$ cat src/rtl/conv_din_streamer.sv
`default_nettype none
// ============================================================================
// Module   : conv_din_streamer
// Brief    : Fetches activations then weights over a valid/ready read port and
//            streams each word's low half to the conv core, then a terminator.
//            Optional macro DIN_STREAM_CHECKSUM_EN enables the stream checksum.
// Revision : 1.0  initial release
// ============================================================================
module conv_din_streamer #(
  parameter int AW  = 26,
  parameter int DW  = 32,
  parameter int GAP = 5
) (
  input  logic          clk,
  input  logic          rst,
  input  logic          start,
  input  logic [4:0]    cfg_h,
  input  logic [4:0]    cfg_w,
  input  logic [7:0]    cfg_i,
  input  logic [7:0]    cfg_o,
  input  logic [2:0]    cfg_k,
  input  logic [AW-1:0] act_base,
  input  logic [AW-1:0] wgt_base,
  output logic          rvalid,
  input  logic          rready,
  output logic [AW-1:0] raddr,
  input  logic [DW-1:0] rdata,
  output logic          din_valid,
  output logic [15:0]   din_data,
  output logic          busy,
  output logic          done,
  output logic [15:0]   checksum
);

  localparam int                 c_GAP_W    = (GAP > 1) ? $clog2(GAP) : 1;
  localparam logic [c_GAP_W-1:0] c_GAP_LAST = c_GAP_W'(GAP - 1);

  typedef enum logic [2:0] {
    S_IDLE = 3'd0,
    S_CALC = 3'd1,
    S_REQ  = 3'd2,
    S_EMIT = 3'd3,
    S_GAP  = 3'd4,
    S_TERM = 3'd5,
    S_DONE = 3'd6
  } state_t;

  state_t               r_state;
  logic [4:0]           r_cfg_h;
  logic [4:0]           r_cfg_w;
  logic [7:0]           r_cfg_i;
  logic [7:0]           r_cfg_o;
  logic [2:0]           r_cfg_k;
  logic [AW-1:0]        r_act_base;
  logic [AW-1:0]        r_wgt_base;
  logic [17:0]          r_na;
  logic [21:0]          r_nw;
  logic [21:0]          r_n;
  logic                 r_wgt_phase;
  logic [c_GAP_W-1:0]   r_gap;

  logic [17:0]          w_na;
  logic [21:0]          w_nw;
  logic [21:0]          w_n_next;
  logic [21:0]          w_phase_cnt;
  logic [AW-1:0]        w_phase_base;
  logic                 w_hs;
  logic                 w_unused_rdata_hi;

  // Operands are widened before multiplying so the products never truncate.
  assign w_na         = 18'(r_cfg_i) * 18'(r_cfg_h) * 18'(r_cfg_w);
  assign w_nw         = 22'(r_cfg_o) * 22'(r_cfg_i) * 22'(r_cfg_k) * 22'(r_cfg_k);
  assign w_n_next     = r_n + 22'd1;
  assign w_phase_cnt  = r_wgt_phase ? r_nw : 22'(r_na);
  assign w_phase_base = r_wgt_phase ? r_wgt_base : r_act_base;
  assign w_hs         = (r_state == S_REQ) && rready;
  assign w_unused_rdata_hi = ^rdata[DW-1:16];

  always_ff @(posedge clk or posedge rst) begin
    if (rst) begin
      r_state     <= S_IDLE;
      r_cfg_h     <= '0;
      r_cfg_w     <= '0;
      r_cfg_i     <= '0;
      r_cfg_o     <= '0;
      r_cfg_k     <= '0;
      r_act_base  <= '0;
      r_wgt_base  <= '0;
      r_na        <= '0;
      r_nw        <= '0;
      r_n         <= '0;
      r_wgt_phase <= 1'b0;
      r_gap       <= '0;
      rvalid      <= 1'b0;
      raddr       <= '0;
      din_valid   <= 1'b0;
      din_data    <= '0;
      busy        <= 1'b0;
      done        <= 1'b0;
    end else begin
      case (r_state)
        S_IDLE: begin
          if (start) begin
            r_cfg_h    <= cfg_h;
            r_cfg_w    <= cfg_w;
            r_cfg_i    <= cfg_i;
            r_cfg_o    <= cfg_o;
            r_cfg_k    <= cfg_k;
            r_act_base <= act_base;
            r_wgt_base <= wgt_base;
            busy       <= 1'b1;
            r_state    <= S_CALC;
          end
        end
        S_CALC: begin
          r_na <= w_na;
          r_nw <= w_nw;
          r_n  <= '0;
          if (w_na != '0) begin
            r_wgt_phase <= 1'b0;
            rvalid      <= 1'b1;
            raddr       <= r_act_base;
            r_state     <= S_REQ;
          end else if (w_nw != '0) begin
            r_wgt_phase <= 1'b1;
            rvalid      <= 1'b1;
            raddr       <= r_wgt_base;
            r_state     <= S_REQ;
          end else begin
            din_valid <= 1'b1;
            din_data  <= '0;
            r_state   <= S_TERM;
          end
        end
        S_REQ: begin
          if (w_hs) begin
            rvalid    <= 1'b0;
            din_valid <= 1'b1;
            din_data  <= rdata[15:0];
            r_state   <= S_EMIT;
          end
        end
        S_EMIT: begin
          din_valid <= 1'b0;
          r_gap     <= '0;
          r_state   <= S_GAP;
        end
        S_GAP: begin
          if (r_gap != c_GAP_LAST) begin
            r_gap <= r_gap + c_GAP_W'(1);
          end else if (w_n_next < w_phase_cnt) begin
            r_n     <= w_n_next;
            rvalid  <= 1'b1;
            raddr   <= w_phase_base + AW'(w_n_next);
            r_state <= S_REQ;
          end else if (!r_wgt_phase && (r_nw != '0)) begin
            r_wgt_phase <= 1'b1;
            r_n         <= '0;
            rvalid      <= 1'b1;
            raddr       <= r_wgt_base;
            r_state     <= S_REQ;
          end else begin
            din_valid <= 1'b1;
            din_data  <= '0;
            r_state   <= S_TERM;
          end
        end
        S_TERM: begin
          din_valid <= 1'b0;
          done      <= 1'b1;
          r_state   <= S_DONE;
        end
        S_DONE: begin
          done    <= 1'b0;
          busy    <= 1'b0;
          r_state <= S_IDLE;
        end
        default: r_state <= S_IDLE;
      endcase
    end
  end

`ifdef DIN_STREAM_CHECKSUM_EN
  // Accumulates on the read handshake, so only data words contribute.
  always_ff @(posedge clk or posedge rst) begin
    if (rst) begin
      checksum <= '0;
    end else if ((r_state == S_IDLE) && start) begin
      checksum <= '0;
    end else if (w_hs) begin
      checksum <= checksum + rdata[15:0];
    end
  end
`else
  assign checksum = 16'h0;
`endif

endmodule
`default_nettype wire

$ cat config.mk
export PLATFORM = sky130hd
export DESIGN_NAME = conv_din_streamer
export DESIGN_NICKNAME = d
export VERILOG_FILES = /design/src/rtl/conv_din_streamer.sv
export SDC_FILE = /design/constraint.sdc
export NUM_CORES = 1
export LEC_CHECK = 0
export CAP_MARGIN = 40
export CORE_MARGIN = 4
export CORE_UTILIZATION = 60
export DETAILED_ROUTE_END_ITERATION = 8
export GPL_ROUTABILITY_DRIVEN = 0
export GPL_TIMING_DRIVEN = 1
export PLACE_DENSITY = 0.83
export SETUP_SLACK_MARGIN = 0.05
export SLEW_MARGIN = 10
export SYNTH_ARGS = -nofsm -noshare
export SYNTH_HDL_FRONTEND = slang
export SYNTH_SLANG_ARGS = --single-unit
$ cat constraint.sdc
create_clock -name clk -period 15.37 [get_ports clk]
set_input_delay 3.074 -clock clk [delete_from_list [all_inputs] [get_ports clk]]
set_output_delay 3.074 -clock clk [all_outputs]
set_load 0.05 [all_outputs]
==> impl_metrics.tcl, run 1 <==
set metrics [dict create \
    pin_count 179 \
    ys_warn_count 0 \
    final_common_cell "nand2_1" \
    layout_common_cells "nand2_1, inv_1, dfrtp_1" \
    grt_max_degree 125 \
    cts_hold_buf 0 \
    cp_slowest_stage_delay_ps 590 \
    worst_ep_required_time_ps 15700 \
    cts_setup_buffers 0 \
    critical_path_class "reg -> reg" \
    clock-sinks 196 \
    utilization_pct 69.3 \
    synthCells 2132 \
    io_buffers 146 \
    critPathSlowestCell "nor4_4" \
    final_nets 2632 \
    grt-ovfl-total 0 \
    cp_max_fo 27 \
    synth.largest_area_cell "dfrtp_1" \
    routedWlPerCell_um 16.6 \
    antenna_cells 0 \
    fillers 2315 \
    drive_gt1_share_pct 7.86 \
    area_growth_pct 12.7 \
    grtUsageTotal_pct 25.5 \
    synth_seq_cells 196 \
    multi_input_area_um2 12800 \
    crit_top_cell "fa_1" \
    fin_tns_setup_ps 0 \
    finalWirelength_um 43700 \
    setup_viol 0 \
    hold_ws_ps 495 \
    end_kind "flip-flop" \
    worst_pin_slew_ps 945 \
    die_area_um2 34600 \
    netlist_area_um2 19000 \
    start_util_pct 61.5 \
    ys.flop_type "dfrtp_1" \
    hp-class "reg -> reg" \
    die_y_um 186 \
    via_per_inst 5.86 \
    antenna_found_initial 0 \
    finalCriticalPeriod_ps 10860 \
    period_share_pct 70.7 \
    ant_nets 0 \
    numCtsBuffers 17 \
    fp-row-count 64 \
    core_area_um2 30900 \
    num_vias 15400 \
    start_kind "flip-flop" \
    clock_latency_ps 450 \
    avgSynthCellArea_um2 8.92 \
    place_hpwl_um 34000 \
    drv_cap 0 \
    synth-edff-count 0 \
    synth_top_area_share_pct 25.8 \
    fin_skew_ps 20.2 \
    fmax_mhz 92.1 \
    drtIter0Drc 975 \
    worstPathArrival_ps 11190 \
    cts_tree "built" \
    rsz0062_at_grt "false" \
    seqCellArea_um2 4910 \
    hold_violations 0 \
    clockRootBuffer "clkbuf_16" \
    max-clock-path-buffers 2 \
    htreeDepth 4 \
    netlist_top_cells_area "dfrtp_1, fa_1, ha_1, mux2_2, nand2_1" \
    drc 0 \
    status "complete, no violations" \
    die_x_um 186 \
    ys_seq_area_share_pct 25.8 \
    first_global_vias 15600 \
    grt_first_pass_wirelength_um 73600 \
    r2r_slack_ps 4510 \
    relSlewSlack_pct 37.0 \
    synthArstFlopShare_pct 100 \
    clk_pin_slew_ps 70 \
    slew_viol_final 0 \
    ctsResizeCount 0 \
    firstDrtPassIters 6 \
    yosys.cell_types.count 74 \
]
final cells by class:
| class | instances | share of cell area [%] |
|---|---|---|
| clock buffer | 18 | 2.00 |
| clock inverter | 14 | 0.946 |
| inverter | 238 | 4.20 |
| multi-input combinational | 1609 | 59.8 |
| sequential | 196 | 22.9 |
| tap | 396 | 2.31 |
| timing repair buffer | 164 | 7.87 |
cell families (layout without fill, tap and decap cells):
kind of cell    count (synthesis)  count (layout)  share of synthesized area, %
compound gates                387             387                          13.8
xor+xnor                       89              89                          4.10
fa+ha+maj                     289             289                          23.8
buf+inv                       342             434                          7.20
flops                         196             196                          25.8
mux                           146             146                          8.40
other cells                     1              16                        0.0197
simple gates                  682             682                          16.9
worst max-delay path: cells and delay by family (launching register included):
kind | cells | cell delay (ps)
fa+ha+maj | 9 | 4160
compound gates | 14 | 2770
simple gates | 8 | 2030
flops | 1 | 580
buf+inv | 5 | 560
mux | 1 | 390
xor+xnor | 1 | 210
per-stage QoR:
step	setup WS, ps	instances	cell area [um^2]
final	4510	2635	21400
after detailed placement	4630	2602	20800
after CTS	4590	2634	21400
after floorplan	5950	2147	19100
after global routing	3910	2635	21400
after global placement	4800	2591	20600
synthesized netlist by cell type (15+ instances only):
cell,number
a22o_1,29
buf_4,17
dfrtp_1,196
xnor2_1,60
mux2i_1,37
a21o_1,30
nand3_1,35
nand2b_1,15
o221ai_1,24
inv_1,238
mux2_2,107
fa_1,121
and2_1,103
nand2_1,317
clkbuf_1,76
ha_1,168
nand4_1,16
xor2_1,29
nor2_1,102
o21ai_0,92
nor3_1,23
a21oi_1,70
and3_1,23
a211oi_1,21
per-layer routing:
metal  routed length [um]  GRT usage, %  up-vias  share of wire (%)
met4                 1380          8.54        0                3.2
met3                 2030          3.69      107                4.6
li1                     -             -     7390                  -
met5                    0             0        -                  0
met1                18200          31.9     7486                 42
met2                22100          45.4      454                 51
registers in the layout, indices dropped and copies added (netlist names):
signal       count
r_cfg_k          3
raddr           26
r_n             22
r_state          3
r_wgt_phase      1
rvalid           1
r_cfg_w          5
din_data        16
r_cfg_i          8
r_cfg_o          8
r_wgt_base      26
r_gap            3
r_na            18
done             1
r_cfg_h          5
busy             1
r_act_base      26
din_valid        1
r_nw            22
final timing paths:
check | startpoint | to | cells after the start
worst min-delay path | r_na[2] | r_na[2] | 2
max in group asynchronous | rst | r_wgt_phase | 5
min in group asynchronous | rst | r_wgt_base[9] | 2
worst max register to register | r_cfg_i[4] | raddr[0] | 38
worst min register to register | r_na[2] | r_na[2] | 2
worst max-delay path | r_cfg_i[4] | raddr[0] | 38
Power of run 1 is left out: the tool's default activity adds up to more than one toggle a clock period on the data nets, which glitch-free logic cannot reach.
==> run 2: changes to the inputs <==
Settings changed: CORE_UTILIZATION 60 to 54, PLACE_DENSITY 0.83 to 0.79.
Clock period 15.37 ns to 9.55 ns, I/O delays scaled along.
==> run 2 against run 1 <==
Register-to-register slack got worse by 4500 ps. Routed wire length increased by 8.0%. Final area increased by 7.1%. Clock-buffer cell count unchanged. Global-route usage decreased by 1.5 points. Highest routed layer unchanged. Utilization decreased by 3.1 points. Clock skew decreased by 2.9 ps. Critical endpoint is now raddr[9]. Flip-flop and latch count unchanged. Sequential share of layout area decreased by 1.5 points.
==> impl_metrics.tcl, run 2 (same netlist as run 1, synthesis figures left out) <==
set metrics [dict create \
    fp-row-count 68 \
    finalWirelength_um 47200 \
    fin_skew_ps 17.3 \
    pin_count 179 \
    hp-start "r_nw[5]" \
    start_kind "flip-flop" \
    reg2reg_depth 41 \
    grt_first_pass_wirelength_um 78200 \
    layout_common_cells "nand2_1, inv_1, dfrtp_1" \
    hold_violations 0 \
    cts_tree "built" \
    finalCriticalPeriod_ps 9530 \
    worst_ep_required_time_ps 9930 \
    cts_hold_buf 0 \
    io_buffers 146 \
    start_util_pct 54.9 \
    antenna_found_initial 0 \
    drv_cap 0 \
    clock-sinks 196 \
    antenna_cells 0 \
    first_global_vias 16500 \
    r2r_slack_ps 20 \
    relSlewSlack_pct 37.8 \
    rsz0062_at_grt "true" \
    worstPathArrival_ps 9920 \
    drc 0 \
    via_per_inst 5.70 \
    hp-class "reg -> reg" \
    r2r_end "raddr[9]" \
    cp_max_fo 7 \
    routedWlPerCell_um 16.8 \
    die_area_um2 38300 \
    max-clock-path-buffers 2 \
    worst_pin_slew_ps 931 \
    clockRootBuffer "clkbuf_16" \
    final_common_cell "nand2_1" \
    startpoint "r_cfg_o[1]" \
    num_vias 16000 \
    grt-ovfl-total 0 \
    end_kind "flip-flop" \
    die_x_um 196 \
    utilization_pct 66.3 \
    r2r_start "r_cfg_o[1]" \
    crit_path_end "raddr[9]" \
    grtUsageTotal_pct 24.0 \
    period_share_pct 99.8 \
    area_growth_pct 20.7 \
    status "complete, no violations" \
    clock_latency_ps 460 \
    final_nets 2742 \
    drtIter0Drc 837 \
    numCtsBuffers 17 \
    cp_slowest_stage_delay_ps 560 \
    crit_top_cell "fa_1" \
    clk_pin_slew_ps 80 \
    die_y_um 196 \
    ant_nets 0 \
    firstDrtPassIters 5 \
    fillers 2670 \
    grt_max_degree 123 \
    core_area_um2 34600 \
    critical_path_class "reg -> reg" \
    htreeDepth 4 \
    hold_depth 2 \
    fmax_mhz 105 \
    place_hpwl_um 35500 \
    setup_viol 0 \
    top_regs "r_act_base: 26 flops, r_wgt_base: 26 flops, raddr: 26 flops" \
    slew_viol_final 0 \
    hold_ws_ps 500 \
    drive_gt1_share_pct 15.7 \
    critPathSlowestCell "fa_1" \
]
run 2: changes by cell type in the layout (fill, tap and decap cells not counted), sizes merged:
cell           delta
buf             +109
clkbuf            +2
bufinv            +1
clkdlybuf4s15     -1
inv               -1
run 2: metal layers:
| metal | share of wire, % | global-route usage (%) |
|---|---|---|
| met1 | 41 | 29.2 |
| met2 | 52 | 43.8 |
| met3 | 4.5 | 3.76 |
| met4 | 2.6 | 7.40 |
| met5 | 0 | 0 |
run 2: how the worst min path moves through the flow:
stage          slack [ps]           end
2_1_floorplan         450       r_na[2]
3_3_place_gp          470      r_na[17]
3_5_place_dp          470       r_na[1]
4_1_cts               490       r_na[1]
5_1_grt               520  din_data[12]
6_report              500       r_nw[5]
run 2: critical path: cells and delay by family, from the launching register on:
kind	cells	cell delay (ps)
xor+xnor	2	470
simple gates	9	1720
flops	1	450
fa+ha+maj	9	3800
compound gates	10	1680
mux	2	480
buf+inv	9	850
run 2: what timing repair did:
item                                    CTS  global route
endpoints found under the setup margin   45            48
gates resized for setup                  41            84
setup buffers                             8            10
pin swaps                                24            48
gates cloned                              1             2
run 2: per-stage QoR:
stage          instance area, um^2  setup TNS, ps  worst slack, ps  cells
2_1_floorplan                19100              0              129   2147
3_3_place_gp                 21400          -5400             -177   2745
3_5_place_dp                 21500          -8800             -258   2752
4_1_cts                      22500              0             53.1   2793
5_1_grt                      22900         -15030             -427   2804
6_report                     22900              0             15.1   2804
run 2: layout make-up:
class / instances / area, um^2 / area share, %
flip-flops and latches: 196 / 4910 / 21.4
multi-input cells: 1609 / 13300 / 58.1
inverters: 238 / 901 / 3.93
well taps: 455 / 569 / 2.48
repair buffers: 274 / 2590 / 11.3
clock buffers: 18 / 439 / 1.91
clock inverters: 14 / 213 / 0.927
Power of run 2 is left out for the same reason.
==> run 3: changes to the inputs <==
Settings changed: MAX_ROUTING_LAYER set to met4, TNS_END_PERCENT set to 10.
==> run 3 against run 2 <==
The run now ends with negative setup slack left. Via count hardly changed. Flip-flop and latch count unchanged. Die area unchanged. Critical path depth shrank 1. Sequential share of layout area rose by 0.062 points.
==> impl_metrics.tcl, run 3 (same netlist as run 1, synthesis figures left out) <==
set metrics [dict create \
    drc 0 \
    crit_path_end "raddr[21]" \
    layout_common_cells "nand2_1, inv_1, dfrtp_1" \
    relSlewSlack_pct 38.6 \
    start_kind "flip-flop" \
    htreeDepth 4 \
    top_regs "r_act_base: 26 flops, r_wgt_base: 26 flops, raddr: 26 flops" \
    clock-sinks 196 \
    critical_path_class "reg -> reg" \
    r2r_start "r_cfg_o[1]" \
    r2r_slack_ps -6 \
    core_area_um2 34600 \
    place_hpwl_um 35500 \
    violations "negative setup slack" \
    cp_slowest_stage_delay_ps 560 \
    grtUsageTotal_pct 24.7 \
    area_growth_pct 20.3 \
    drive_gt1_share_pct 15.4 \
    stdcell_count 2802 \
    max-clock-path-buffers 2 \
    die_area_um2 38300 \
    period_share_pct 100 \
    hp-class "reg -> reg" \
    cts_tree "built" \
    grt_first_pass_wirelength_um 78300 \
    crit_top_cell "fa_1" \
    grt_max_degree 123 \
    num_vias 16000 \
    critPathTopFamily "adder cells" \
    fp-row-count 68 \
    fillers 2690 \
    ant_nets 0 \
    clockRootBuffer "clkbuf_16" \
    drv_cap 0 \
    hold_ws_ps 498 \
    clock_latency_ps 460 \
    cp_num_cells 40 \
    setup_viol 3 \
    critPathSlowestCell "fa_1" \
    die_x_um 196 \
    grt-ovfl-total 0 \
    r2r_end "raddr[21]" \
    via_per_inst 5.70 \
    firstDrtPassIters 5 \
    pin_count 179 \
    final_nets 2740 \
    setup_ws_ps -6.15 \
    startpoint "r_cfg_o[1]" \
    start_util_pct 54.9 \
    worstPathArrival_ps 9900 \
    numCtsBuffers 17 \
    first_global_vias 16400 \
    final_common_cell "nand2_1" \
    dp_cells 2752 \
    die_y_um 196 \
    crit_buf_inv 8 \
    slew_viol_final 0 \
    fmax_mhz 105 \
    worst_pin_slew_ps 919 \
    finalCriticalPeriod_ps 9560 \
    finalWirelength_um 46900 \
    io_buffers 146 \
    hold_violations 0 \
    fin_skew_ps 19.9 \
    end_kind "flip-flop" \
    drtIter0Drc 906 \
    worst_ep_required_time_ps 9890 \
    cts_hold_buf 0 \
    clk_pin_slew_ps 80 \
    cp_max_fo 7 \
    routedWlPerCell_um 16.7 \
    antenna_cells 0 \
    reg2reg_depth 40 \
    antenna_found_initial 0 \
    status "finished, violations left" \
    rsz0062_at_grt "true" \
]
run 3: timing repair:
| action | CTS | global route |
|---|---|---|
| pin swaps | 24 | 47 |
| setup endpoints to repair | 45 | 48 |
| cloned | 1 | 1 |
| resized for setup | 39 | 71 |
| setup buffers | 8 | 7 |
run 3: final cells by class:
type / instances / area, um^2 / area share, %
clock buffer: 18 / 439 / 1.92
tap: 455 / 569 / 2.49
timing repair buffer: 272 / 2580 / 11.3
multi-input combinational: 1609 / 13300 / 58.0
clock inverter: 14 / 213 / 0.930
sequential: 196 / 4910 / 21.5
inverter: 238 / 901 / 3.94
run 3: worst min-delay path by stage:
stage                       from  slack [ps]  depth (start not counted)      endpoint
floorplan                r_na[2]         450                          2       r_na[2]
global placement        r_na[17]         470                          2      r_na[17]
detailed placement       r_na[1]         470                          2       r_na[1]
CTS                      r_na[1]         490                          2       r_na[1]
global route        din_data[12]         520                          1  din_data[12]
finish                   r_na[1]         500                          2       r_na[1]
run 3: routing by layer:
layer	global-route usage, %	routed length, um
met1	29.2	19300
met3	3.69	2000
met4	7.45	1230
met2	43.8	24300
met5	-	0
run 3: per-stage QoR:
step / util [%] / setup TNS (ps) / setup slack, ps / area, um^2
6_report: 66.1 / -8.12 / -6.15 / 22900
5_1_grt: 66.1 / -15070 / -392 / 22900
4_1_cts: 64.9 / 0 / 46.1 / 22500
3_5_place_dp: 62.2 / -8800 / -258 / 21500
3_3_place_gp: 61.9 / -5400 / -177 / 21400
2_1_floorplan: - / 0 / 129 / 19100
run 3: tightest hold or removal path, delay by kind of cell, from the launching register on:
family / cells / cell delay, ps
DFF: 1 / 350
and+or+nand+nor: 2 / 120
Power of run 3 is left out for the same reason.
